**config.mk**
```make
export PLATFORM = sky130hd
export DESIGN_NAME = mem_loader_flat
export DESIGN_NICKNAME = d
export VERILOG_FILES = /design/src/rtl/mem_loader_if.sv /design/src/rtl/mem_loader.sv /design/src/flat_wrapper.sv
export SDC_FILE = /design/constraint.sdc
export NUM_CORES = 1
export LEC_CHECK = 0
export ABC_CLOCK_PERIOD_IN_PS = 2800
export BUFFER_PORTS_ARGS = -buffer_cell sky130_fd_sc_hd__buf_2
export CAP_MARGIN = 10
export CORE_MARGIN = 1.5
export CORE_UTILIZATION = 52
export DETAILED_ROUTE_END_ITERATION = 10
export PLACE_DENSITY = 0.8
export SYNTH_ARGS = -nofsm -noshare
export SYNTH_HDL_FRONTEND = slang
export SYNTH_SLANG_ARGS = --single-unit
```
**constraint.sdc**
```tcl
create_clock -name clk -period 2.8 [get_ports clk]
set_clock_uncertainty 0.15 [all_clocks]
set_input_delay 0.56 -clock clk [delete_from_list [all_inputs] [get_ports clk]]
set_output_delay 0.56 -clock clk [all_outputs]
set_load 0.03 [all_outputs]
```
**src/rtl/mem_loader_if.sv**
```systemverilog
// Loader-side bundle: load command, source word stream, both BRAM write
// ports and the core hand-off / status lines.
interface mem_loader_if;
  logic        start;
  logic        abort;
  logic [8:0]  d_words;
  logic [8:0]  i_words;
  logic        ld_valid;
  logic [31:0] ld_data;
  logic        ld_ready;
  logic [9:0]  d_w_addr;
  logic [31:0] d_w_dat;
  logic        d_w_enb;
  logic [9:0]  i_w_addr;
  logic [31:0] i_w_dat;
  logic        i_w_enb;
  logic        d_bram_init_done;
  logic        pc_stall;
  logic        i_r_enb;
  logic        rd_enbl;
  logic        core_rst;
  logic        busy;
  logic        done;
  logic        error;

  // Loader side
  modport slave (
    input  start, abort, d_words, i_words, ld_valid, ld_data,
    output ld_ready,
    output d_w_addr, d_w_dat, d_w_enb,
    output i_w_addr, i_w_dat, i_w_enb,
    output d_bram_init_done, pc_stall, i_r_enb, rd_enbl, core_rst,
    output busy, done, error
  );

  // Controller / source side
  modport master (
    output start, abort, d_words, i_words, ld_valid, ld_data,
    input  ld_ready,
    input  d_w_addr, d_w_dat, d_w_enb,
    input  i_w_addr, i_w_dat, i_w_enb,
    input  d_bram_init_done, pc_stall, i_r_enb, rd_enbl, core_rst,
    input  busy, done, error
  );
endinterface

```
**src/rtl/mem_loader.sv**
```systemverilog
// Boot loader: streams d_words data words then i_words instruction words
// into the two BRAMs, then releases the core (RUN). Each accepted beat
// produces exactly one registered write in the following cycle.
module mem_loader (
  input  logic          clk,
  input  logic          rst,
  mem_loader_if.slave   bus
);

  typedef enum logic [2:0] {
    IDLE,
    LOAD_D,
    LOAD_I,
    FLUSH,
    RUN,
    ERROR
  } state_t;

  state_t      state_q, state_d;

  logic [8:0]  d_len_q, i_len_q;
  logic [8:0]  d_idx_q, i_idx_q;

  logic        d_we_q, i_we_q;
  logic [9:0]  d_addr_q, i_addr_q;
  logic [31:0] d_dat_q, i_dat_q;

  logic        ready;
  logic        beat_d, beat_i;
  logic        d_last, i_last;
  logic        start_ok;
  logic        len_bad;

  // Handshake decode: ready comes straight from state; abort blocks any beat.
  always_comb begin
    ready    = (state_q == LOAD_D) || (state_q == LOAD_I);
    beat_d   = (state_q == LOAD_D) && bus.ld_valid && !bus.abort;
    beat_i   = (state_q == LOAD_I) && bus.ld_valid && !bus.abort;
    d_last   = (d_idx_q + 9'd1) == d_len_q;
    i_last   = (i_idx_q + 9'd1) == i_len_q;
    start_ok = (state_q == IDLE) && bus.start && !bus.abort;
    len_bad  = (bus.d_words > 9'd256) || (bus.i_words > 9'd256);
  end

  // Next-state logic; abort overrides everything else.
  always_comb begin
    state_d = state_q;
    if (bus.abort) begin
      state_d = IDLE;
    end else begin
      unique case (state_q)
        IDLE: begin
          if (bus.start) begin
            if (len_bad)                   state_d = ERROR;
            else if (bus.d_words != 9'd0)  state_d = LOAD_D;
            else if (bus.i_words != 9'd0)  state_d = LOAD_I;
            else                           state_d = FLUSH;
          end
        end
        LOAD_D: begin
          if (beat_d && d_last)
            state_d = (i_len_q != 9'd0) ? LOAD_I : FLUSH;
        end
        LOAD_I: begin
          if (beat_i && i_last)
            state_d = FLUSH;
        end
        FLUSH:   state_d = RUN;
        RUN:     state_d = RUN;
        ERROR:   state_d = ERROR;
        default: state_d = IDLE;
      endcase
    end
  end

  // State register.
  always_ff @(posedge clk) begin
    if (rst) state_q <= IDLE;
    else     state_q <= state_d;
  end

  // Session lengths, word indices and the registered write ports.
  always_ff @(posedge clk) begin
    if (rst) begin
      d_len_q  <= '0;
      i_len_q  <= '0;
      d_idx_q  <= '0;
      i_idx_q  <= '0;
      d_we_q   <= 1'b0;
      i_we_q   <= 1'b0;
      d_addr_q <= '0;
      i_addr_q <= '0;
      d_dat_q  <= '0;
      i_dat_q  <= '0;
    end else begin
      d_we_q <= beat_d;
      i_we_q <= beat_i;
      if (start_ok) begin
        d_len_q <= bus.d_words;
        i_len_q <= bus.i_words;
        d_idx_q <= '0;
        i_idx_q <= '0;
      end
      if (beat_d) begin
        d_addr_q <= {d_idx_q[7:0], 2'b00};
        d_dat_q  <= bus.ld_data;
        d_idx_q  <= d_idx_q + 9'd1;
      end
      if (beat_i) begin
        i_addr_q <= {i_idx_q[7:0], 2'b00};
        i_dat_q  <= bus.ld_data;
        i_idx_q  <= i_idx_q + 9'd1;
      end
    end
  end

  // Output decode: the core is held in reset until RUN.
  always_comb begin
    bus.ld_ready         = ready;
    bus.d_w_enb          = d_we_q;
    bus.d_w_addr         = d_addr_q;
    bus.d_w_dat          = d_dat_q;
    bus.i_w_enb          = i_we_q;
    bus.i_w_addr         = i_addr_q;
    bus.i_w_dat          = i_dat_q;
    bus.pc_stall         = (state_q != RUN);
    bus.core_rst         = (state_q != RUN);
    bus.i_r_enb          = (state_q == RUN);
    bus.rd_enbl          = (state_q == RUN);
    bus.d_bram_init_done = (state_q == RUN);
    bus.done             = (state_q == RUN);
    bus.busy             = (state_q == LOAD_D) || (state_q == LOAD_I) || (state_q == FLUSH);
    bus.error            = (state_q == ERROR);
  end

endmodule

```
**src/flat_wrapper.sv**
```systemverilog
// flat-port wrapper written by rule: the top's interface ports become plain ports
module mem_loader_flat 
  (clk, rst, bus_start, bus_abort, bus_d_words, bus_i_words, bus_ld_valid, bus_ld_data, bus_ld_ready, bus_d_w_addr, bus_d_w_dat, bus_d_w_enb, bus_i_w_addr, bus_i_w_dat, bus_i_w_enb, bus_d_bram_init_done, bus_pc_stall, bus_i_r_enb, bus_rd_enbl, bus_core_rst, bus_busy, bus_done, bus_error);
  mem_loader_if bus_i ();
  input  logic clk;
  input  logic rst;
  input wire logic [$bits(bus_i.start)-1:0] bus_start;
  input wire logic [$bits(bus_i.abort)-1:0] bus_abort;
  input wire logic [$bits(bus_i.d_words)-1:0] bus_d_words;
  input wire logic [$bits(bus_i.i_words)-1:0] bus_i_words;
  input wire logic [$bits(bus_i.ld_valid)-1:0] bus_ld_valid;
  input wire logic [$bits(bus_i.ld_data)-1:0] bus_ld_data;
  output wire logic [$bits(bus_i.ld_ready)-1:0] bus_ld_ready;
  output wire logic [$bits(bus_i.d_w_addr)-1:0] bus_d_w_addr;
  output wire logic [$bits(bus_i.d_w_dat)-1:0] bus_d_w_dat;
  output wire logic [$bits(bus_i.d_w_enb)-1:0] bus_d_w_enb;
  output wire logic [$bits(bus_i.i_w_addr)-1:0] bus_i_w_addr;
  output wire logic [$bits(bus_i.i_w_dat)-1:0] bus_i_w_dat;
  output wire logic [$bits(bus_i.i_w_enb)-1:0] bus_i_w_enb;
  output wire logic [$bits(bus_i.d_bram_init_done)-1:0] bus_d_bram_init_done;
  output wire logic [$bits(bus_i.pc_stall)-1:0] bus_pc_stall;
  output wire logic [$bits(bus_i.i_r_enb)-1:0] bus_i_r_enb;
  output wire logic [$bits(bus_i.rd_enbl)-1:0] bus_rd_enbl;
  output wire logic [$bits(bus_i.core_rst)-1:0] bus_core_rst;
  output wire logic [$bits(bus_i.busy)-1:0] bus_busy;
  output wire logic [$bits(bus_i.done)-1:0] bus_done;
  output wire logic [$bits(bus_i.error)-1:0] bus_error;
  assign bus_i.start = bus_start;
  assign bus_i.abort = bus_abort;
  assign bus_i.d_words = bus_d_words;
  assign bus_i.i_words = bus_i_words;
  assign bus_i.ld_valid = bus_ld_valid;
  assign bus_i.ld_data = bus_ld_data;
  assign bus_ld_ready = bus_i.ld_ready;
  assign bus_d_w_addr = bus_i.d_w_addr;
  assign bus_d_w_dat = bus_i.d_w_dat;
  assign bus_d_w_enb = bus_i.d_w_enb;
  assign bus_i_w_addr = bus_i.i_w_addr;
  assign bus_i_w_dat = bus_i.i_w_dat;
  assign bus_i_w_enb = bus_i.i_w_enb;
  assign bus_d_bram_init_done = bus_i.d_bram_init_done;
  assign bus_pc_stall = bus_i.pc_stall;
  assign bus_i_r_enb = bus_i.i_r_enb;
  assign bus_rd_enbl = bus_i.rd_enbl;
  assign bus_core_rst = bus_i.core_rst;
  assign bus_busy = bus_i.busy;
  assign bus_done = bus_i.done;
  assign bus_error = bus_i.error;
  mem_loader u_core (.clk(clk), .rst(rst), .bus(bus_i));
endmodule
```
; ---- Yosys cells after proc, flatten, opt, wreduce, memory -nomap -nowiden
; Cells that the tools add are included.
[word_totals]
ff_bits = 121
output_inout_bits = 95
[classes]
muxes = 11
eq_ne = 11
n_addsub = 2
n_reduce_logical = 21
n_lt_le_gt_ge = 2
[ops]
columns = op, n
row1 = two-way mux 9 bit, 3
row2 = nonzero test 9 bit, 3
row3 = adder 9 x 1 -> 9 bit (second input constant), 2
row4 = == test 9 bit, 2
row5 = > comparator 9 bit (second input constant), 2
row6 = two-way mux 3 bit, 5
row7 = case mux 3 bit (5 select lines), 1
row8 = logical AND 1 bit, 8
row9 = == test 3 x 2 -> 1 bit (second input constant), 2
row10 = == test 3 bit (second input constant), 2
row11 = inequality test 2 bit (second input constant), 3
row12 = nonzero test 2 bit, 2
row13 = OR reduction 2 bit, 2
row14 = == test 3 x 1 -> 1 bit (second input constant), 1
row15 = logical NOT 3 bit, 1
row16 = logical OR 1 bit, 3
row17 = inequality test 3 bit (second input constant), 1
row18 = AND reduction 3 bit, 1
row19 = two-way mux 1 bit, 2
row20 = logical NOT 1 bit, 1

; ---- Longest topological paths before layout
; Gate-level depths: netlist (run 1).
[logic_depth]
depth_word = 6
depth_mapped = 8

; ---- Least setup slack after synthesis (run 1)
; Ideal clock, no wire load.
[synth_timing]
path_kind = register to output
start = register u_core.state_q[1]
end = output bus_done
arrival_ns = 1.519
setup_slack_ns = 0.571
path_buffers = 2
path_stages_with_launch = 6
cell_sequence = dfxtp_1 buf_2 nor2_1 nand2_1 inv_1 buf_4
[synth_between]
elab_chain_cells = 1
[synth_lines]
columns = element, line_no
row1 = "start, declared", mem_loader.sv:19  ; state_t state_q, state_d;
row2 = "start signal, assigned", mem_loader.sv:79  ; else state_q <= state_d;
row3 = == test 3 bit, -
row4 = "end, declared", flat_wrapper.sv:26  ; output wire logic [$bits(bus_i.done)-1:0] bus_done;
; No other way between the ends.

; ---- Worst setup path after layout (run 1)
[layout_timing]
start = register u_core.i_idx_q[0]
end = register u_core.state_q[0]
[layout_between]
elab_chain_cells = 5
[layout_lines]
columns = element, line_no
row1 = "start, declared", mem_loader.sv:22  ; logic [8:0] d_idx_q, i_idx_q;
row2 = "start signal, assigned", mem_loader.sv:112  ; i_idx_q <= i_idx_q + 9'd1;
row3 = adder 9 x 1 -> 9 bit, mem_loader.sv:40  ; i_last = (i_idx_q + 9'd1) == i_len_q;
row4 = == test 9 bit, mem_loader.sv:40
row5 = logical AND 1 bit, mem_loader.sv:65  ; if (beat_i && i_last)
row6 = inequality test 2 bit (no line), -
row7 = AND reduction 3 bit (no line), -
; No other way between the ends.
; A chain may end at the register's enable or synchronous reset.

==> results.toml, run 1 <==
[run_status]
status = "finished clean"

[cts]
root_buffer = "clkbuf_8"
hold_buffers = 0
cts.sinks = 121
cts_setup_buffers = 0
clk_path_buf_depth = 2
cts.htree.levels = 4
clk_pin_slew_ns = 0.06
cts_tree = "done"
post_cts_resized = 0
clk_latency_ns = 0.50
cts_made_buffers = 17

[floorplan]
initial_core_util_pct = 53.24
die-area_mm2 = 0.01052
die-width_um = 102.6
fp.dieH_um = 102.6
io_pins = 150
core_area_mm2 = 0.009684
placementRows = 36

[timing]
totalNegativeSetupSlack_ns = 0
period_share_pct = 92.60
rsz0062_at_grt = "no"
fmax_mhz = 385.7
hold_viol_final = 0
period_needed_ns = 2.593
setup_violations = 0
worstMarginPinSlew_ns = 1.217
slew_viol_final = 0
relSlewSlack_pct = 18.88

[pwr]
finalPower_mw = 4.292
p_seq_share_pct = 41.4
p_per_area_mw_per_mm2 = 660.6
combPwrFrac_pct = 6.9
p_leak_nw = 2.680
p_int_mw = 3.253
p_clk_share_pct = 51.7
irDropWorstVdd_v = 0.0004013
power.share.switching_pct = 24.22
p_sw_mw = 1.039

[global_routing]
grt_pass1_vias = 4545
grt_overflow_total = 0
antenna_found_initial = 0
grt_usage_pct = 24.49
grt_pass1_wl_mm = 20.54
grt_max_degree = 120

[worst_setup_path]
critPathLaunchType = "register"
critPathKind = "reg2reg"
r2r_setup_slack_ns = 0.21
critical_path_required_ns = 3.05
crit_path_cell_trace = "ha_1, and4_1, nor2_1, a211oi_1, nand4_1, a2111o_1, o311ai_1"
path_max_fanout = 10
critPathSlowestCell = "dfxtp_1"
slowest_delay_ns = 0.48
critPathArrivalTime_ns = 2.84
crit_path_end_kind = "register"
path_delay_family = "compound AO/OA/AOI/OAI gates"
worst-path-buf-inv = 0

[placement]
placed_area_mm2 = 0.005884
io_buffer_count = 145
gp_congestion = 0.8955
dpl.hpwl_mm = 8.523
dp_cells = 905

[final_layout]
layout.nets = 848
area_growth_pct = 26.01
layout-drive-gt1-share_pct = 24.63
final_common_cell = "nand2_1"
finalNonFillerCells = 937
diodes = 0
fin_area_mm2 = 0.006497
final_cell_mix = "nand2_1, buf_2, a21oi_1, dfxtp_1, nor2_1"
utilization_pct = 67.09

[logic_synthesis]
yosysWarnings = 0
synth_xor_xnor_area_share_pct = 4.247
synth-seq-cells = 121
synth_compound_gate_area_share_pct = 17.88
ys_seq_area_share_pct = 46.98
synth_adder_area_share_pct = 0.4853
netlist_area_mm2 = 0.005156
yosys-top-cells-area = "dfxtp_1, nand2_1, a21oi_1"
synth.distinct_cells = 55
synth-edff-count = 0
synthCells = 670
yosys.area.top_type_share_pct = 46.98
muxShareOfSynthArea_pct = 0
synth_area_leader_cell = "dfxtp_1"
synth_simple_gate_area_share_pct = 25.02
synth_flop_cell = "dfxtp_1"
postSynth.asyncResetShare_pct = 0
syn_area_per_cell_um2 = 7.696
synth_top_family_by_area = "simple AND/OR/NAND/NOR gates"

[route]
drt_iter0_drc = 336
wl_per_cell_um = 13.72
vias = 5023
wirelength_mm = 12.86
drc = 0
final_antenna_net_count = 0
vias_per_cell = 5.361
firstDrtPassIters = 5

[flow_run]
cap_violations = 0

[worst_hold_path]
hold_class = "in2reg"
[metrics by stage]
step / hold WS (ns) / setup slack [ns]
after detailed placement: 0.2935 / 0.3339
after global placement: 0.2897 / 0.3728
final: 0.1534 / 0.2071
after global routing: 0.1384 / 0.04137
after CTS: 0.1323 / 0.2636
after floorplan: 0.2978 / 0.5714
[synth_stat cells, drive strengths merged, types with 3 or more instances]
library cell	n
inv	4
nand3	8
buf	22
nand4	4
nand2	214
nor4	8
or3	6
xor2	11
and3	6
clkbuf	33
o21ai	12
a31oi	4
dfxtp	121
nand3b	3
nor3	3
xnor2	14
nor2b	4
a211oi	5
nor2	32
a21oi	121
[worst min-delay path: cells and delay by family]
kind	cells	cell delay, ns
AOI/OAI and AO/OA	1	0.05
buffers and inverters	1	0.10
and+or+nand+nor	1	0.05
[registers in the layout (all words and copies together), names as in the netlist]
| signal | flops |
|---|---|
| u_core.state_q | 3 |
| u_core.bus.d_w_enb | 1 |
| u_core.bus.i_w_enb | 1 |
| u_core.d_len_q | 9 |
| u_core.i_len_q | 9 |
| u_core.bus.i_w_addr | 8 |
| u_core.bus.i_w_dat | 32 |
| u_core.bus.d_w_addr | 8 |
| u_core.i_idx_q | 9 |
| u_core.d_idx_q | 9 |
| u_core.bus.d_w_dat | 32 |
[cells by family (layout without fill, tap and decap cells)]
| family | after synthesis | count (layout) |
|---|---|---|
| compound gates | 163 | 163 |
| xor+xnor | 25 | 25 |
| fa+ha+maj | 2 | 2 |
| buf+inv | 59 | 190 |
| flops | 121 | 121 |
| other cells | 1 | 4 |
| simple gates | 299 | 299 |
[path summary, 6_finish.rpt]
| check | startpoint | to | depth (start not counted) |
|---|---|---|---|
| worst min-delay path | bus_ld_data[3] | u_core.bus.d_w_dat[3] | 3 |
| worst max register to register | u_core.i_idx_q[0] | u_core.state_q[0] | 7 |
| worst max-delay path | u_core.i_idx_q[0] | u_core.state_q[0] | 7 |
| worst min register to register | u_core.bus.d_w_dat[24] | u_core.bus.d_w_dat[24] | 2 |
[power groups by stage]
stage	combinational [mW]	sequential (mW)	clock, mW
final	0.297	1.78	2.22
after floorplan	0.180	1.83	0
after CTS	0.295	1.78	2.25
after global routing	0.326	1.78	2.34
after global placement	0.289	1.81	0
after detailed placement	0.293	1.81	0
[metal layers]
layer	global-route usage [%]	routed length, um	vias to the layer above
met1	29.21	5279	2294
met3	6.373	841	36
met5	0	0	-
li1	-	-	2486
met2	41.77	6409	207
met4	10.54	329	0
[layout make-up]
| type | instances | area, um^2 |
|---|---|---|
| Multi-Input combinational cell | 493 | 2485 |
| Clock buffer | 18 | 427.9 |
| Clock inverter | 14 | 185.2 |
| Sequential cell | 121 | 2422 |
| Timing Repair Buffer | 154 | 795.8 |
| Tap cell | 133 | 166.4 |
| Fill cell | 818 | 3187 |
| Inverter | 4 | 15.01 |
Note: power is estimated with default switching activity, not from simulation.
==> inputs of run 2 (changes only) <==
CORE_ASPECT_RATIO = 1.2   (was unset)
PLACE_DENSITY = unset   (was 0.8)
PLACE_DENSITY_LB_ADDON = 0.05   (was unset)
==> results.toml, run 2 (synthesis gave the netlist of run 1 again) <==
[run_status]
status = "finished clean"

[worst_setup_path]
slowest_delay_ns = 0.51
crit_end = "u_core.state_q[1]"
critPathLaunchType = "register"
crit_start = "u_core.d_idx_q[0]"
critical_path_required_ns = 2.95
crit_path_cell_trace = "ha_1, nand3_2, nor2_2, xnor2_1, nor4_1, a21oi_1, a2111oi_2"
path_max_fanout = 8
crit_path_end_kind = "register"
critPathArrivalTime_ns = 2.59
r2r_cells = 7
critPathSlowestCell = "dfxtp_1"
worst_r2r_endpoint = "u_core.state_q[1]"
critPathKind = "reg2reg"
r2r_setup_slack_ns = 0.36
reg2reg_from = "u_core.d_idx_q[0]"

[timing]
slew_viol_final = 0
totalNegativeSetupSlack_ns = 0
worstMarginPinSlew_ns = 0.6297
hold_viol_final = 0
period_share_pct = 87.18
fmax_mhz = 409.7
period_needed_ns = 2.441
rsz0062_at_grt = "no"
relSlewSlack_pct = 58.02
setup_violations = 0

[cts]
clk_latency_ns = 0.41
cts_tree = "done"
cts.htree.levels = 4
root_buffer = "clkbuf_16"
post_cts_resized = 0
clk_path_buf_depth = 2
cts_made_buffers = 17
hold_buffers = 0
cts_setup_buffers = 0
clk_pin_slew_ns = 0.06
cts.sinks = 121

[placement]
io_buffer_count = 145
dpl.hpwl_mm = 8.867
gp_congestion = 0.8471
dp_cells = 895

[route]
wl_per_cell_um = 14.21
drc = 0
wirelength_mm = 13.17
final_antenna_net_count = 0
vias_per_cell = 5.264
drt_iter0_drc = 279
vias = 4880
firstDrtPassIters = 5

[floorplan]
die-area_mm2 = 0.01052
io_pins = 150
fp.dieH_um = 112.1
core_area_mm2 = 0.009564
initial_core_util_pct = 53.91
placementRows = 39
die-width_um = 93.90

[pwr]
irDropWorstVdd_v = 0.0004585
p_per_area_mw_per_mm2 = 660.8
p_leak_nw = 2.674

[global_routing]
grt_usage_pct = 25.28
antenna_found_initial = 0
grt_pass1_wl_mm = 21.12
grt_busiest_layer = "met2"
grt_use_met3_pct = 8.198
grt_overflow_total = 0
use_met2_pct = 40.43
met1_usage_pct = 31.91
grt_pass1_vias = 4474
grt_max_degree = 63

[final_layout]
diodes = 0
finalNonFillerCells = 927
layout.nets = 848
area_growth_pct = 25.60
final_cell_mix = "nand2_1, buf_2, a21oi_1, dfxtp_1, nor2_1"
final_common_cell = "nand2_1"
layout-drive-gt1-share_pct = 24.63

[worst_hold_path]
hold_start = "bus_ld_data[20]"
hold_class = "in2reg"

[flow_run]
cap_violations = 0
run 2: changes by cell type in the layout (fill, tap and decap cells not counted), sizes merged:
cell      change
clkbuf        -1
clkinv        +5
clkinvlp      +1
inv           -5
run 2: per-stage QoR:
step / area [um^2] / worst slack (ns) / hold WS [ns] / total power [mW] / utilization [%]
3_5_place_dp: 5872 / 0.3925 / 0.2932 / 2.112 / 61.39
6_report: 6476 / 0.3590 / 0.2436 / 4.280 / 67.71
2_1_floorplan: 5167 / 0.5714 / 0.2978 / 2.009 / -
3_3_place_gp: 5872 / 0.4830 / 0.2896 / 2.108 / 61.39
5_1_grt: 6476 / 0.2596 / 0.2436 / 4.410 / 67.71
4_1_cts: 6476 / 0.4223 / 0.2346 / 4.311 / 67.71
run 2: how the worst min path moves through the flow:
stage / end / slack (ns) / depth (start not counted)
2_1_floorplan: u_core.d_len_q[0] / 0.30 / 2
3_3_place_gp: u_core.bus.i_w_dat[26] / 0.29 / 2
3_5_place_dp: u_core.bus.i_w_dat[26] / 0.29 / 2
4_1_cts: u_core.bus.i_w_dat[15] / 0.23 / 3
5_1_grt: u_core.bus.i_w_dat[20] / 0.24 / 3
6_report: u_core.bus.i_w_dat[20] / 0.24 / 3
run 2: worst max-delay path: cells and delay by family (launching register included):
family / cells / cell delay [ns]
fa+ha+maj: 1 / 0.34
compound gates: 2 / 0.46
flops: 1 / 0.51
simple gates: 3 / 0.77
xor+xnor: 1 / 0.09
run 2: per-layer routing:
layer | vias to the layer above | wire [um]
met2 | 143 | 6334
met5 | - | 0
met4 | 0 | 226
li1 | 2487 | -
met1 | 2228 | 5602
met3 | 22 | 1007
run 2: final cells by class:
type | instances | area, um^2
fillers | 844 | 3088
multi-input cells | 493 | 2485
flip-flops and latches | 121 | 2422
repair buffers | 154 | 795.8
clock buffers | 17 | 425.4
clock inverters | 15 | 178.9
well taps | 123 | 153.9
inverters | 4 | 15.01
run 2: power by group:
part / switching, mW / leakage [nW] / internal (mW)
Combinational: 0.197 / 1.41 / 0.103
Sequential: 0.0266 / 0.977 / 1.75
Clock: 0.805 / 0.285 / 1.40
